--- config.mk ---
export PLATFORM = sky130hd
export DESIGN_NAME = step_tick_gen
export DESIGN_NICKNAME = d
export VERILOG_FILES = /design/src/rtl/step_tick_gen.sv
export SDC_FILE = /design/constraint.sdc
export NUM_CORES = 1
export LEC_CHECK = 0
export ABC_AREA = 0
export CORE_ASPECT_RATIO = 0.7
export CORE_MARGIN = 1
export CORE_UTILIZATION = 36
export DETAILED_ROUTE_END_ITERATION = 16
export GPL_ROUTABILITY_DRIVEN = 0
export HOLD_SLACK_MARGIN = 0.06
export PLACE_DENSITY_LB_ADDON = 0.15
export SLEW_MARGIN = 20
export SYNTH_ARGS = -nofsm -noshare
export SYNTH_HDL_FRONTEND = slang
export SYNTH_SLANG_ARGS = --single-unit
--- constraint.sdc ---
create_clock -name CLOCK_50 -period 7.8 [get_ports CLOCK_50]
set_input_delay 1.17 -clock CLOCK_50 [delete_from_list [all_inputs] [get_ports CLOCK_50]]
set_output_delay 1.17 -clock CLOCK_50 [all_outputs]
set_load 0.03 [all_outputs]
--- src/rtl/step_tick_gen.sv ---
// step_tick_gen: paces the display counter. Produces a registered one-cycle
// count-enable pulse (tick) either at a selectable rate or from a debounced
// manual single-step push-button.
module step_tick_gen #(
  parameter int CLK_HZ       = 50_000_000,
  parameter int DEBOUNCE_CYC = 1_000_000,
  parameter int CNT_W        = 28,
  parameter int DB_W         = 20
) (
  input  logic       CLOCK_50,
  input  logic       reset_n,
  input  logic       enable,
  input  logic [1:0] frequency,
  input  logic       step_key,
  output logic       tick,
  output logic       key_level
);

  localparam logic [1:0] FREQ_FULL    = 2'b00;
  localparam logic [1:0] FREQ_1HZ     = 2'b01;
  localparam logic [1:0] FREQ_HALF_HZ = 2'b10;

  // Reload values are period-1 so the divider spends exactly P cycles per hit.
  localparam logic [CNT_W-1:0] RELOAD_1HZ     = CNT_W'(CLK_HZ - 1);
  localparam logic [CNT_W-1:0] RELOAD_HALF_HZ = CNT_W'(2 * CLK_HZ - 1);
  localparam logic [CNT_W-1:0] RELOAD_QTR_HZ  = CNT_W'(4 * CLK_HZ - 1);
  localparam logic [DB_W-1:0]  DB_LAST        = DB_W'(DEBOUNCE_CYC - 1);

  logic [1:0]       freq_q, freq_d;
  logic [CNT_W-1:0] div_cnt_q, div_cnt_d;
  logic             sync1_q, sync1_d;
  logic             sync2_q, sync2_d;
  logic [DB_W-1:0]  db_cnt_q, db_cnt_d;
  logic             key_level_q, key_level_d;
  logic             key_prev_q, key_prev_d;
  logic             tick_q, tick_d;
  logic             rate_hit;
  logic             step_hit;
  logic             key_s;

  // Divider reload value for a given rate select; full speed never counts.
  function automatic logic [CNT_W-1:0] reload_for(input logic [1:0] f);
    logic [CNT_W-1:0] r;
    case (f)
      FREQ_FULL:    r = '0;
      FREQ_1HZ:     r = RELOAD_1HZ;
      FREQ_HALF_HZ: r = RELOAD_HALF_HZ;
      default:      r = RELOAD_QTR_HZ;
    endcase
    return r;
  endfunction

  // Rate divider: restarts on any rate change, otherwise counts enabled cycles.
  always_comb begin
    // NOTE: every signal assigned here gets a default first so no path leaves
    // it unassigned, which would otherwise infer a latch.
    freq_d    = frequency;
    div_cnt_d = div_cnt_q;
    rate_hit  = 1'b0;
    if (frequency != freq_q) begin
      div_cnt_d = reload_for(frequency);
    end else if (frequency == FREQ_FULL) begin
      rate_hit = enable;
    end else if (enable) begin
      if (div_cnt_q == '0) begin
        rate_hit  = 1'b1;
        div_cnt_d = reload_for(frequency);
      end else begin
        div_cnt_d = div_cnt_q - 1'b1;
      end
    end
  end

  // Key path: two-flop synchroniser, then a stability counter that only
  // accepts a new level after it has persisted for DEBOUNCE_CYC cycles.
  always_comb begin
    sync1_d     = step_key;
    sync2_d     = sync1_q;
    key_s       = sync2_q;
    db_cnt_d    = db_cnt_q;
    key_level_d = key_level_q;
    if (key_s == key_level_q) begin
      db_cnt_d = '0;
    end else if (db_cnt_q == DB_LAST) begin
      key_level_d = key_s;
      db_cnt_d    = '0;
    end else begin
      db_cnt_d = db_cnt_q + 1'b1;
    end
  end

  // Press detect on the debounced level, then merge with the rate hit.
  always_comb begin
    key_prev_d = key_level_q;
    step_hit   = key_prev_q & ~key_level_q;
    tick_d     = rate_hit | step_hit;
  end

  // State registers; everything returns to idle immediately on reset.
  always_ff @(posedge CLOCK_50 or negedge reset_n) begin
    // NOTE: sequential state uses non-blocking assignments so every flop
    // samples the pre-edge value regardless of statement order.
    if (!reset_n) begin
      freq_q      <= FREQ_FULL;
      div_cnt_q   <= '0;
      sync1_q     <= 1'b1;
      sync2_q     <= 1'b1;
      db_cnt_q    <= '0;
      key_level_q <= 1'b1;
      key_prev_q  <= 1'b1;
      tick_q      <= 1'b0;
    end else begin
      freq_q      <= freq_d;
      div_cnt_q   <= div_cnt_d;
      sync1_q     <= sync1_d;
      sync2_q     <= sync2_d;
      db_cnt_q    <= db_cnt_d;
      key_level_q <= key_level_d;
      key_prev_q  <= key_prev_d;
      tick_q      <= tick_d;
    end
  end

  assign tick      = tick_q;
  assign key_level = key_level_q;

endmodule

# Word level (Yosys, flattened, before mapping)
# Index checks and enable logic that the tools add are counted.
# word_totals
inputBits	6
output_inout_bits	2
word_cells	37
ff_bits	55
# classes
n_addsub	2
n_bitwise	4
reduce_logical	5
muxes	12
eq_ne	6
# ops
cell	count
$mux 28	4
$pmux 28 s3	1
$pmux 28 s2	1
$mux 20	2
$logic_not 28->1	1
$sub 28x1->28 const B	1
$add 20x1->20 const B	1
$eq 20x20->1 const B	1
$mux 1	4
$reduce_and 2->1	2
$eq 2x1->1 const B	1
$eq 2x2->1 const B	1
$logic_not 2->1	1
$ne 2x2->1	1
$ne 2x2->1 const B	1
$not 1->1	2
$reduce_bool 2->1	1
$and 1x1->1	1
$eq 1x1->1	1
$or 1x1->1	1

# Logic depth before layout (Yosys ltp)
# depth
ltp_word	6
ltp_mapped	10
depth_no_buf	8

# Worst setup path before layout
# Ideal clock, no wire load.
# synth_path
path_type	in2reg
from	input frequency[1]
to	register div_cnt_q[17]
slack_ps	5165
required_ps	7679
arrival_ps	2514
path_buffers	1
setup_time_ps	121
cell_stages	7
path_cell_list	xor2_1 -> or2_2 -> clkbuf_1 -> a21oi_1 -> o31ai_4 -> o21a_1 -> o22a_1
# synth_via
elab_chain_cells	6
elab_cells_between_ends	13
cone_classes	eq/ne (4); mux (6); reduce/logical (3)
# synth_rtl
element	line_no	rtl
start: declaration	13	input logic [1:0] frequency,
$eq 2x2->1 or $eq 2x1->1 (tied branches)	44	case (f)
$pmux 28 s2	44	
$mux 28	65	if (div_cnt_q == '0) begin
$mux 28	64	end else if (enable) begin
$mux 28	62	end else if (frequency == FREQ_FULL) begin
$mux 28	60	if (frequency != freq_q) begin
end signal: assignment	114	div_cnt_q <= div_cnt_d;
end: declaration	30	logic [CNT_W-1:0] div_cnt_q, div_cnt_d;
# Parallel ways exist; a longest one is shown, timed or not. The select of a mux whose other input is x is not followed.
# A chain may end at the register's enable or synchronous reset.

# Worst setup path after layout
# layout_path
from	input frequency[1]
to	register div_cnt_q[11]
# layout_via
elab_chain_cells	3
elab_cells_between_ends	6
cone_classes	eq/ne (2); mux (1); reduce/logical (3)
# layout_rtl
element	line_no
$ne 2x2->1 or $logic_not 2->1 (tied branches)	60, 62
$ne 2x2->1 (no source line) or $reduce_bool 2->1 (tied branches)	-
$reduce_and 2->1 (no source line)	-
# Parallel ways exist; a longest one is shown, timed or not.

==> impl_metrics.py <==
metrics = {
    "grt": {
        "grt_pass1_wl_mm": 11.85,
        "grt_usage_pct": 17.19,
        "grt_pass1_vias": 2233,
        "grt_max_degree": 56,
        "antenna_found_initial": 0,
        "grt_overflow": 0,
    },
    "setup_path": {
        "crit_required_ns": 7.99,
        "worstSetupPathType": "input pin to register",
        "crit_path_start_kind": "input pin",
        "reg2reg_depth": 5,
        "cp-end-kind": "register",
        "ff2ff_setup_slack_ns": 4.70,
        "reg2reg_to": "div_cnt_q[22]",
        "reg2reg_from": "div_cnt_q[13]",
        "arrival_ns": 3.52,
        "cp_max_fo": 18,
    },
    "detailed_routing": {
        "vias": 2388,
        "wl_mm": 7.012,
        "antenna_left": 0,
        "avgRoutedWirePerCell_um": 15.97,
        "post-route-drc-count": 0,
        "viasPerCell": 5.440,
        "drt-pass1-iter-count": 4,
        "first_iter_violations": 163,
    },
    "synth": {
        "yosysTopAreaCell": "dfrtp_1",
        "ys_async_sr_fraction_pct": 100.0,
        "synth-edff-count": 0,
        "synth_nets": 350,
        "ys_warn_count": 0,
        "ys_top_cells_by_count": "dfrtp_1 (51), nor2_1 (50), o21ai_0 (27)",
        "ys_seq_elements": 55,
        "yosysUniqueCellTypes": 50,
        "syn_area_per_cell_um2": 9.208,
        "yosysSeqAreaShare_pct": 44.91,
        "yosysTopAreaCellShare_pct": 41.50,
        "syn_area_mm2": 0.003075,
        "ys.flop_type": "dfrtp_1",
        "synthTopCellsByArea": "dfrtp_1 (41%), nor2_1 (6.1%), xor2_1 (4.6%)",
        "postSynthCellCount": 334,
        "synth_most_common_cell": "dfrtp_1",
    },
    "floorplan": {
        "fp.dieArea_mm2": 0.008922,
        "die_width_um": 112.5,
        "core_region_area_mm2": 0.008074,
        "dieHeight_um": 79.33,
        "start_util_pct": 38.09,
        "io_pins": 8,
        "rows": 27,
    },
    "placement": {
        "post-dp-hpwl_mm": 4.912,
        "port_buffers": 7,
        "dp_slack_ns": 4.124,
    },
    "layout": {
        "nNetsFinal": 353,
        "layout-drive-gt1-share_pct": 8.284,
        "multiInputGateArea_mm2": 0.001575,
        "seq_area_mm2": 0.001381,
        "post-route-util_pct": 41.70,
        "n_fill_cell": 787,
        "area_growth_pct": 9.479,
        "diodes": 0,
    },
    "min_path": {
        "hold_path_end": "key_s",
        "whs_path_depth": 0,
        "hold_path.class": "register to register",
        "min_from": "sync1_q",
    },
    "clock_tree": {
        "clkTransAtPathRegs_ns": 0.08,
        "clock-sinks": 55,
        "postCtsSetupBuffers": 0,
        "cts_resized": 0,
        "cts-htree-levels": 2,
        "cts_buffers": 5,
        "worstSkewPairLatency_ns": 0.30,
        "cts_tree": "built",
        "root_buffer": "clkbuf_16",
        "cts.path.max_buffers": 2,
        "postCtsHoldBufs": 0,
    },
    "sta": {
        "fin_crit_ns": 3.330,
        "hold_violations": 0,
        "finalCritPeriodShare_pct": 42.69,
        "rsz0062_at_grt": "false",
        "worst_pin_slew_ns": 0.8143,
        "maxSlewHeadroom_pct": 45.71,
        "setup_tns_ns": 0,
        "slew_viol_final": 0,
        "setup_violations": 0,
        "fin_ws_ns": 4.470,
        "clock_skew_ns": 0.01024,
        "fmax_mhz": 300.3,
    },
    "run": {
        "cap_violations": 0,
    },
    "power": {
        "p_leak_nw": 1.356,
        "powerDensity_mw_per_mm2": 200.5,
        "ir_worst_vdd_v": 0.00009023,
    },
    "status": {
        "status": "finished, final reports clean",
    },
}
-- sequential cells by signal, indices dropped and copies added (netlist names) --
signal / count
sync1_q: 1
key_prev_q: 1
db_cnt_q: 20
div_cnt_q: 28
tick: 1
key_s: 1
key_level: 1
freq_q: 2
-- how the worst max path moves through the flow --
| stage | start | end | slack (ns) | cells after the start |
|---|---|---|---|---|
| 3_5_place_dp | frequency[0] | div_cnt_q[11] | 4.12 | 7 |
| 5_1_grt | frequency[0] | div_cnt_q[11] | 4.22 | 6 |
| 3_3_place_gp | frequency[1] | div_cnt_q[11] | 4.24 | 6 |
| 6_report | frequency[1] | div_cnt_q[11] | 4.47 | 6 |
| 4_1_cts | frequency[0] | div_cnt_q[11] | 4.44 | 7 |
| 2_1_floorplan | frequency[1] | div_cnt_q[17] | 5.17 | 7 |
-- worst max-delay path, stage by stage --
cell and delay [ns]:
clkdlybuf4s50_1 0.60, xor2_1 0.16, nor2_1 0.32, o21a_1 0.64, nand2_1 0.23, o41ai_1 0.38
-- cells by family (layout without fill, tap and decap cells) --
kind of cell	after synthesis	in the layout	share of synthesized area (%)
AO/OA/AOI/OAI	85	85	17.74
XOR/XNOR	23	23	6.550
adder cells (fa/ha/maj)	10	10	4.068
buffers and inverters	26	30	4.027
flip-flops	55	55	44.91
multiplexers	2	2	0.6916
AND/OR/NAND/NOR	133	133	22.01
-- power breakdown --
part | internal, mW | switching (mW)
sequential | 0.310 | 0.0265
clock | 0.122 | 0.112
combinational | 0.0411 | 0.0636
-- layer usage --
| metal | routed length, µm | up-vias | GRT usage (%) |
|---|---|---|---|
| met1 | 4039 | 1129 | 27.30 |
| met4 | 13 | 0 | 3.600 |
| li1 | - | 1205 | - |
| met2 | 2679 | 52 | 23.42 |
| met3 | 280 | 2 | 3.435 |
| met5 | 0 | - | 0 |
-- layout by cell type (no fill, tap or decap), types with 5 or more instances in the layout --
cell type | synthesis | final
clkdlybuf4s50_1 | 0 | 6
nor2_1 | 50 | 50
or2_2 | 5 | 5
clkbuf_16 | 0 | 5
nor2b_1 | 5 | 5
nand3_1 | 16 | 16
a311oi_1 | 9 | 9
dfrtp_1 | 51 | 51
a31oi_1 | 5 | 5
nor3_1 | 13 | 12
xor2_1 | 16 | 16
o21ai_0 | 27 | 26
inv_1 | 12 | 12
xnor2_1 | 7 | 7
ha_1 | 10 | 10
a21oi_1 | 19 | 19
nand2_1 | 13 | 13
nand4_1 | 5 | 5
-- final cells by class --
type	instances	area share (%)
tap	101	3.753
inverter	12	1.338
sequential	55	41.03
clock inverter	3	0.7804
timing repair buffer	10	2.601
clock buffer	5	3.716
multi-input combinational	253	46.79
-- metrics by stage --
stage	total power [mW]	cell area [µm²]	hold WS [ns]	std cells
after floorplan	0.4108	3075	0.3452	334
after detailed placement	0.4462	3216	0.3485	431
after global routing	0.7144	3367	0.3667	439
after CTS	0.6842	3367	0.3602	439
after global placement	0.4447	3216	0.3482	431
final	0.6751	3367	0.3590	439
(Power assumes the default switching activity.)
